### src/rtl/pix_fetch.sv
// Frame-buffer pixel prefetcher: fills a word FIFO from frame memory
// and serves one RGB332 byte per visible pixel clock.
module pix_fetch #(
  parameter int H_VISIBLE  = 1280,
  parameter int V_VISIBLE  = 1024,
  parameter int FIFO_DEPTH = 16,
  parameter int ADDR_W     = 19
) (
  input  logic              CLK,
  input  logic              RST,
  input  logic [10:0]       H_CNT,
  input  logic [10:0]       V_CNT,
  output logic              MEM_REQ,
  output logic [ADDR_W-1:0] MEM_ADDR,
  input  logic              MEM_ACK,
  input  logic [31:0]       MEM_DATA,
  output logic [7:0]        PIX_DATA,
  output logic              UNDERFLOW
);

  localparam int PW    = $clog2(FIFO_DEPTH);
  localparam int WORDS = H_VISIBLE * V_VISIBLE / 4;

  localparam logic [10:0]       H_VIS = 11'(H_VISIBLE);
  localparam logic [10:0]       V_VIS = 11'(V_VISIBLE);
  localparam logic [ADDR_W-1:0] LAST  = ADDR_W'(WORDS - 1);
  localparam logic [PW:0]       FULL  = (PW + 1)'(FIFO_DEPTH);

  localparam logic [1:0] S_IDLE  = 2'd0;
  localparam logic [1:0] S_REQ   = 2'd1;
  localparam logic [1:0] S_FLUSH = 2'd2;

  logic [1:0]        state_q, state_d;
  logic [ADDR_W-1:0] addr_q, addr_d;
  logic [PW-1:0]     wr_q, wr_d;
  logic [PW-1:0]     rd_q, rd_d;
  logic [PW:0]       cnt_q, cnt_d;
  logic [7:0]        pix_q, pix_d;
  logic              uf_q, uf_d;
  logic              fe_done_q, fe_done_d;
  logic [31:0]       mem_q [FIFO_DEPTH];

  logic        visible;
  logic        fe;
  logic        empty;
  logic        pop;
  logic        push;
  logic [31:0] head;

  assign visible = (H_CNT < H_VIS) && (V_CNT < V_VIS);
  // Frame end fires once per frame, rearmed when V leaves that line
  assign fe      = (V_CNT == V_VIS) && (H_CNT == 11'd0) && !fe_done_q;
  assign empty   = (cnt_q == '0);
  assign pop     = visible && (H_CNT[1:0] == 2'b11) && !empty;
  assign push    = (state_q == S_REQ) && MEM_ACK && !fe;
  assign head    = mem_q[rd_q];

  always_comb begin
    fe_done_d = (V_CNT == V_VIS) ? (fe_done_q | fe) : 1'b0;
    state_d   = state_q;
    addr_d    = addr_q;
    case (state_q)
      S_IDLE: begin
        if (fe) addr_d = '0;
        else if (cnt_q < FULL) state_d = S_REQ;
      end
      S_REQ: begin
        if (fe) begin
          state_d = MEM_ACK ? S_IDLE : S_FLUSH;
          addr_d  = MEM_ACK ? '0 : addr_q;
        end else if (MEM_ACK) begin
          state_d = S_IDLE;
          addr_d  = (addr_q == LAST) ? '0
                                     : addr_q + ADDR_W'(1);
        end
      end
      S_FLUSH: begin
        if (MEM_ACK) begin
          state_d = S_IDLE;
          addr_d  = '0;
        end
      end
      default: state_d = S_IDLE;
    endcase
  end

  always_comb begin
    wr_d  = wr_q;
    rd_d  = rd_q;
    cnt_d = cnt_q;
    if (fe) begin
      wr_d  = '0;
      rd_d  = '0;
      cnt_d = '0;
    end else begin
      if (push) wr_d = wr_q + PW'(1);
      if (pop)  rd_d = rd_q + PW'(1);
      case ({push, pop})
        2'b10:   cnt_d = cnt_q + (PW + 1)'(1);
        2'b01:   cnt_d = cnt_q - (PW + 1)'(1);
        default: cnt_d = cnt_q;
      endcase
    end
  end

  always_comb begin
    pix_d = 8'h00;
    if (visible && !empty)
      pix_d = head[{H_CNT[1:0], 3'b000} +: 8];
    uf_d = uf_q;
    if (fe)                  uf_d = 1'b0;
    else if (visible && empty) uf_d = 1'b1;
  end

  always_ff @(posedge CLK or negedge RST) begin
    if (!RST) begin
      state_q   <= S_IDLE;
      addr_q    <= '0;
      wr_q      <= '0;
      rd_q      <= '0;
      cnt_q     <= '0;
      pix_q     <= 8'h00;
      uf_q      <= 1'b0;
      fe_done_q <= 1'b0;
    end else begin
      state_q   <= state_d;
      addr_q    <= addr_d;
      wr_q      <= wr_d;
      rd_q      <= rd_d;
      cnt_q     <= cnt_d;
      pix_q     <= pix_d;
      uf_q      <= uf_d;
      fe_done_q <= fe_done_d;
    end
  end

  always_ff @(posedge CLK) begin
    if (push) mem_q[wr_q] <= MEM_DATA;
  end

  assign MEM_REQ   = (state_q == S_REQ) || (state_q == S_FLUSH);
  assign MEM_ADDR  = addr_q;
  assign PIX_DATA  = pix_q;
  assign UNDERFLOW = uf_q;

endmodule
### config.mk
export PLATFORM = sky130hd
export DESIGN_NAME = pix_fetch
export DESIGN_NICKNAME = d
export VERILOG_FILES = /design/src/rtl/pix_fetch.sv
export SDC_FILE = /design/constraint.sdc
export NUM_CORES = 1
export LEC_CHECK = 0
export CAP_MARGIN = 25
export CORE_ASPECT_RATIO = 0.5
export CORE_MARGIN = 5
export CORE_UTILIZATION = 25
export CTS_CLUSTER_DIAMETER = 150
export DETAILED_ROUTE_END_ITERATION = 10
export PLACE_DENSITY = 0.46
export RECOVER_POWER = 50
export SYNTH_ARGS = -nofsm -noshare
export SYNTH_HDL_FRONTEND = slang
export SYNTH_SLANG_ARGS = --single-unit
### constraint.sdc
create_clock -name CLK -period 3.42 [get_ports CLK]
set_clock_uncertainty 0.2 [all_clocks]
set_input_delay 0.684 -clock CLK [delete_from_list [all_inputs] [get_ports CLK]]
set_output_delay 0.684 -clock CLK [all_outputs]
set_load 0.05 [all_outputs]
==> results of run 1 <==
## stage by stage
step	hold WS, ps	utilization [%]
floorplan	188	-
global placement	304	28.7
detailed placement	307	28.7
CTS	15.5	30.7
global route	343	30.7
finish	317	30.7
## logic make-up after synthesis
kind of cell,Yosys count
AND/OR/NAND/NOR,179
XOR/XNOR,12
AO/OA/AOI/OAI,141
adder cells (fa/ha/maj),13
buffers and inverters,75
multiplexers,170
flip-flops,556
## registers in the layout (all words and copies together) (netlist names)
register / count
UNDERFLOW: 1
wr_q: 4
mem_q: 512
PIX_DATA: 8
state_q: 2
rd_q: 4
cnt_q: 5
fe_done_q: 1
MEM_ADDR: 19
## critical path: stages
cell and delay (ps):
dlygate4sd3_1 610, clkbuf_1 150, nor4_4 280, nand3_2 90, clkbuf_4 150, nor3_1 290, buf_12 210, clkbuf_1 390
nor4_4 120, buf_4 190, a21oi_1 130, a31oi_1 60
## cell usage in the layout (no fill, tap or decap), types with 29 or more instances in the layout
cell and n:
dlygate4sd3_1 33, dfrtp_1 41, nand2_1 29, a21oi_1 29, nor2_1 35, clkdlybuf4s50_1 50
buf_4 52, mux2i_1 46, edfxtp_1 512, mux4_2 122, clkbuf_16 55
## cell type report
type / count / area [µm²] / share of cell area, %
sequential: 556 / 16500 / 60.7
multi-input combinational: 515 / 5530 / 20.4
timing repair buffer: 170 / 1800 / 6.63
tap: 1185 / 1480 / 5.46
clock buffer: 63 / 1410 / 5.18
clock inverter: 39 / 420 / 1.55
inverter: 11 / 41.3 / 0.152
antenna: 1 / 2.50 / 0.00921
## routing by layer
metal | share of wire (%) | vias up
met5 | 0.022 | -
met4 | 1.5 | 2
met3 | 4.9 | 65
met2 | 48 | 311
met1 | 45 | 6229
li1 | - | 5078
## where the power goes
part	switching, µW	leakage [µW]	internal [µW]
combinational	2930	0.00256	2420
sequential	408	0.00518	7930
clock	2570	0.000894	3560
## worst paths after layout
check                      startpoint            to  slack, ps
setup / recovery             H_CNT[1]  MEM_ADDR[11]        310
hold / removal              UNDERFLOW     UNDERFLOW        320
setup reg to reg              rd_q[0]   PIX_DATA[6]        460
hold reg to reg             UNDERFLOW     UNDERFLOW        320
max in group asynchronous         RST       rd_q[1]       1010
min in group asynchronous         RST   PIX_DATA[3]        510
==> summary.md, run 1 <==
| Metric | Value |
|---|---|
| 1st-iter DRT viols | `between 900 and 1000` |
| Mapped Area | `0.0224 mm²` |
| Met2 usage | `between 10% and 20%` |
| Vias in the first global route | `12400` |
| HPWL Detailed | `39.1 mm` |
| Routability congestion estimate | `0.763` |
| VDD IR max | `385 µV` |
| Clock tree buffer depth | `3` |
| Initial antenna violation count | `2` |
| Yosys cell types | `67` |
| Crit path max fanout | `19` |
| Most frequent cell after synthesis | `edfxtp_1` |
| Layout Nets | `1379` |
| Number of synthesized flops with an enable pin | `512` |
| Count of cells resized by post-cts repair | `1` |
| Pwr per Cell Area | `approximately 730 mW/mm²` |
| Most used routing layer | `met2` |
| Starting Density | `25.3%` |
| Final Setup Violations | `0` |
| Final min period | `3110 ps` |
| Startpoint type of the worst setup path | `input pin` |
| Setup TNS | `0 ps` |
| Fin worst setup slack | `between 300 and 400 ps` |
| Via-per-instance ratio | `4.60` |
| Clk root buf | `clkbuf_16` |
| Ys async rst share | `7.91%` |
| Dpl ws | `roughly 25 ps` |
| # clock sinks | `556` |
| Worst hold path type | `reg -> reg` |
| Vias | `~12000` |
| Total track usage | `12.0%` |
| Yosys reg bits | `556` |
| Leak | `between 0.008 and 0.009 µW` |
| First-pass GRT wire length | `85.7 mm` |
| Main combinational cell family by area after synthesis | `multiplexers` |
| TritonCTS clock tree | `done` |
| Die W | `433 µm` |
| Crit Path Class | `in -> reg` |
| Cell Area, Placed | `roughly 0.025 mm²` |
| Clock latency on the worst-skew pair | `between 600 and 700 ps` |
| Yosys warnings | `0` |
| TritonCTS buffer count | `55` |
| Routed WL | `~60 mm` |
| Fmax | `322 MHz` |
| Failing checks | `max-capacitance violations, max-slew violations` |
| Clk slew on worst S/H paths | `60 ps` |
| Core area | `0.0885 mm²` |
| RSZ-0062 raised after global routing | `no` |
| Syn Nets | `1216` |
| Post-CTS setup buffer count | `0` |
| Post-synthesis compound-gate area fraction | `4.17%` |
| Fillcell total | `8500` |
| Wire per inst | `about 23 µm` |
| Slew Limit Fails | `30` |
| CTS HTree Levels | `2` |
| Final cell count without fillers | `2540` |
| GR Overflow Total | `0` |
| Routing usage on met3 | `1.71%` |
| Simple-Gate Fraction of Synth Area | `4.84%` |
| Syn_area_per_cell | `19.5 µm²` |
| Critical Path RT | `3680 ps` |
| Largest net degree at the start of global routing | `43` |
| Status | `finished, violations left` |
| Dominant synthesized flop cell | `edfxtp_1` |
| Met1 Use GR | `16.8%` |
| Endpoints failing hold | `0` |
| CP Capture Type | `register` |
| Synth Instances | `roughly 1100` |
| Number of max-cap violations | `1` |
| I/O Buffers | `85` |
| Final ANT Viol Nets | `0` |
| Top cells by area, synth | `edfxtp_1 (69%), mux4_2 (12%), dfrtp_1 (4.9%), mux2i_1 (2.1%), ha_1 (0.73%)` |
| Die height | `221 µm` |
| Top cells by count, synth | `edfxtp_1 (512), mux4_2 (122), mux2i_1 (46)` |
| Drc violations | `0` |
| Hold Path Depth | `2` |
| Share of cells above drive strength 1 | `24.0%` |
| Final Cell Area | `about 0.027 mm²` |
| Synth Area in XOR/XNOR | `less than 1%` |
| CP arrival | `approximately 3400 ps` |
| Post-synth top area share | `68.8%` |
| Placement row count | `77` |
| Synth area leader | `edfxtp_1` |
| Tcrit/Tclk final | `90.8%` |
| Post-synthesis mux area share | `between 10% and 20%` |
| Reg2reg path depth | `6` |
| Drt pass-1 iters | `6` |
| # IOs | `between 80 and 90` |
| Worst-Margin Slew | `roughly 2100 ps` |
| Slew HR | `-41.5%` |
| Sequential cell area fraction in the yosys report | `between 70% and 80%` |
| Cell Count Post-Placement | `2437` |
| Full die area | `0.0959 mm²` |
| Cts hold-fix bufs | `0` |
| Total power | `slightly below 20000 µW` |
| Synth Area in Adders | `0.727%` |
| Layout area overhead | `21.5%` |
Note: power is estimated with default switching activity, not from simulation.
==> run 2: changes to the inputs <==
--- a/config.mk
+++ b/config.mk
@@ -13,6 +13,7 @@
 export DETAILED_ROUTE_END_ITERATION = 10
 export PLACE_DENSITY = 0.46
 export RECOVER_POWER = 50
+export SLEW_MARGIN = 20
 export SYNTH_ARGS = -nofsm -noshare
 export SYNTH_HDL_FRONTEND = slang
 export SYNTH_SLANG_ARGS = --single-unit
==> results of run 2 <==
Same layout as run 1: the final DEF is identical, and so are final timing and power.
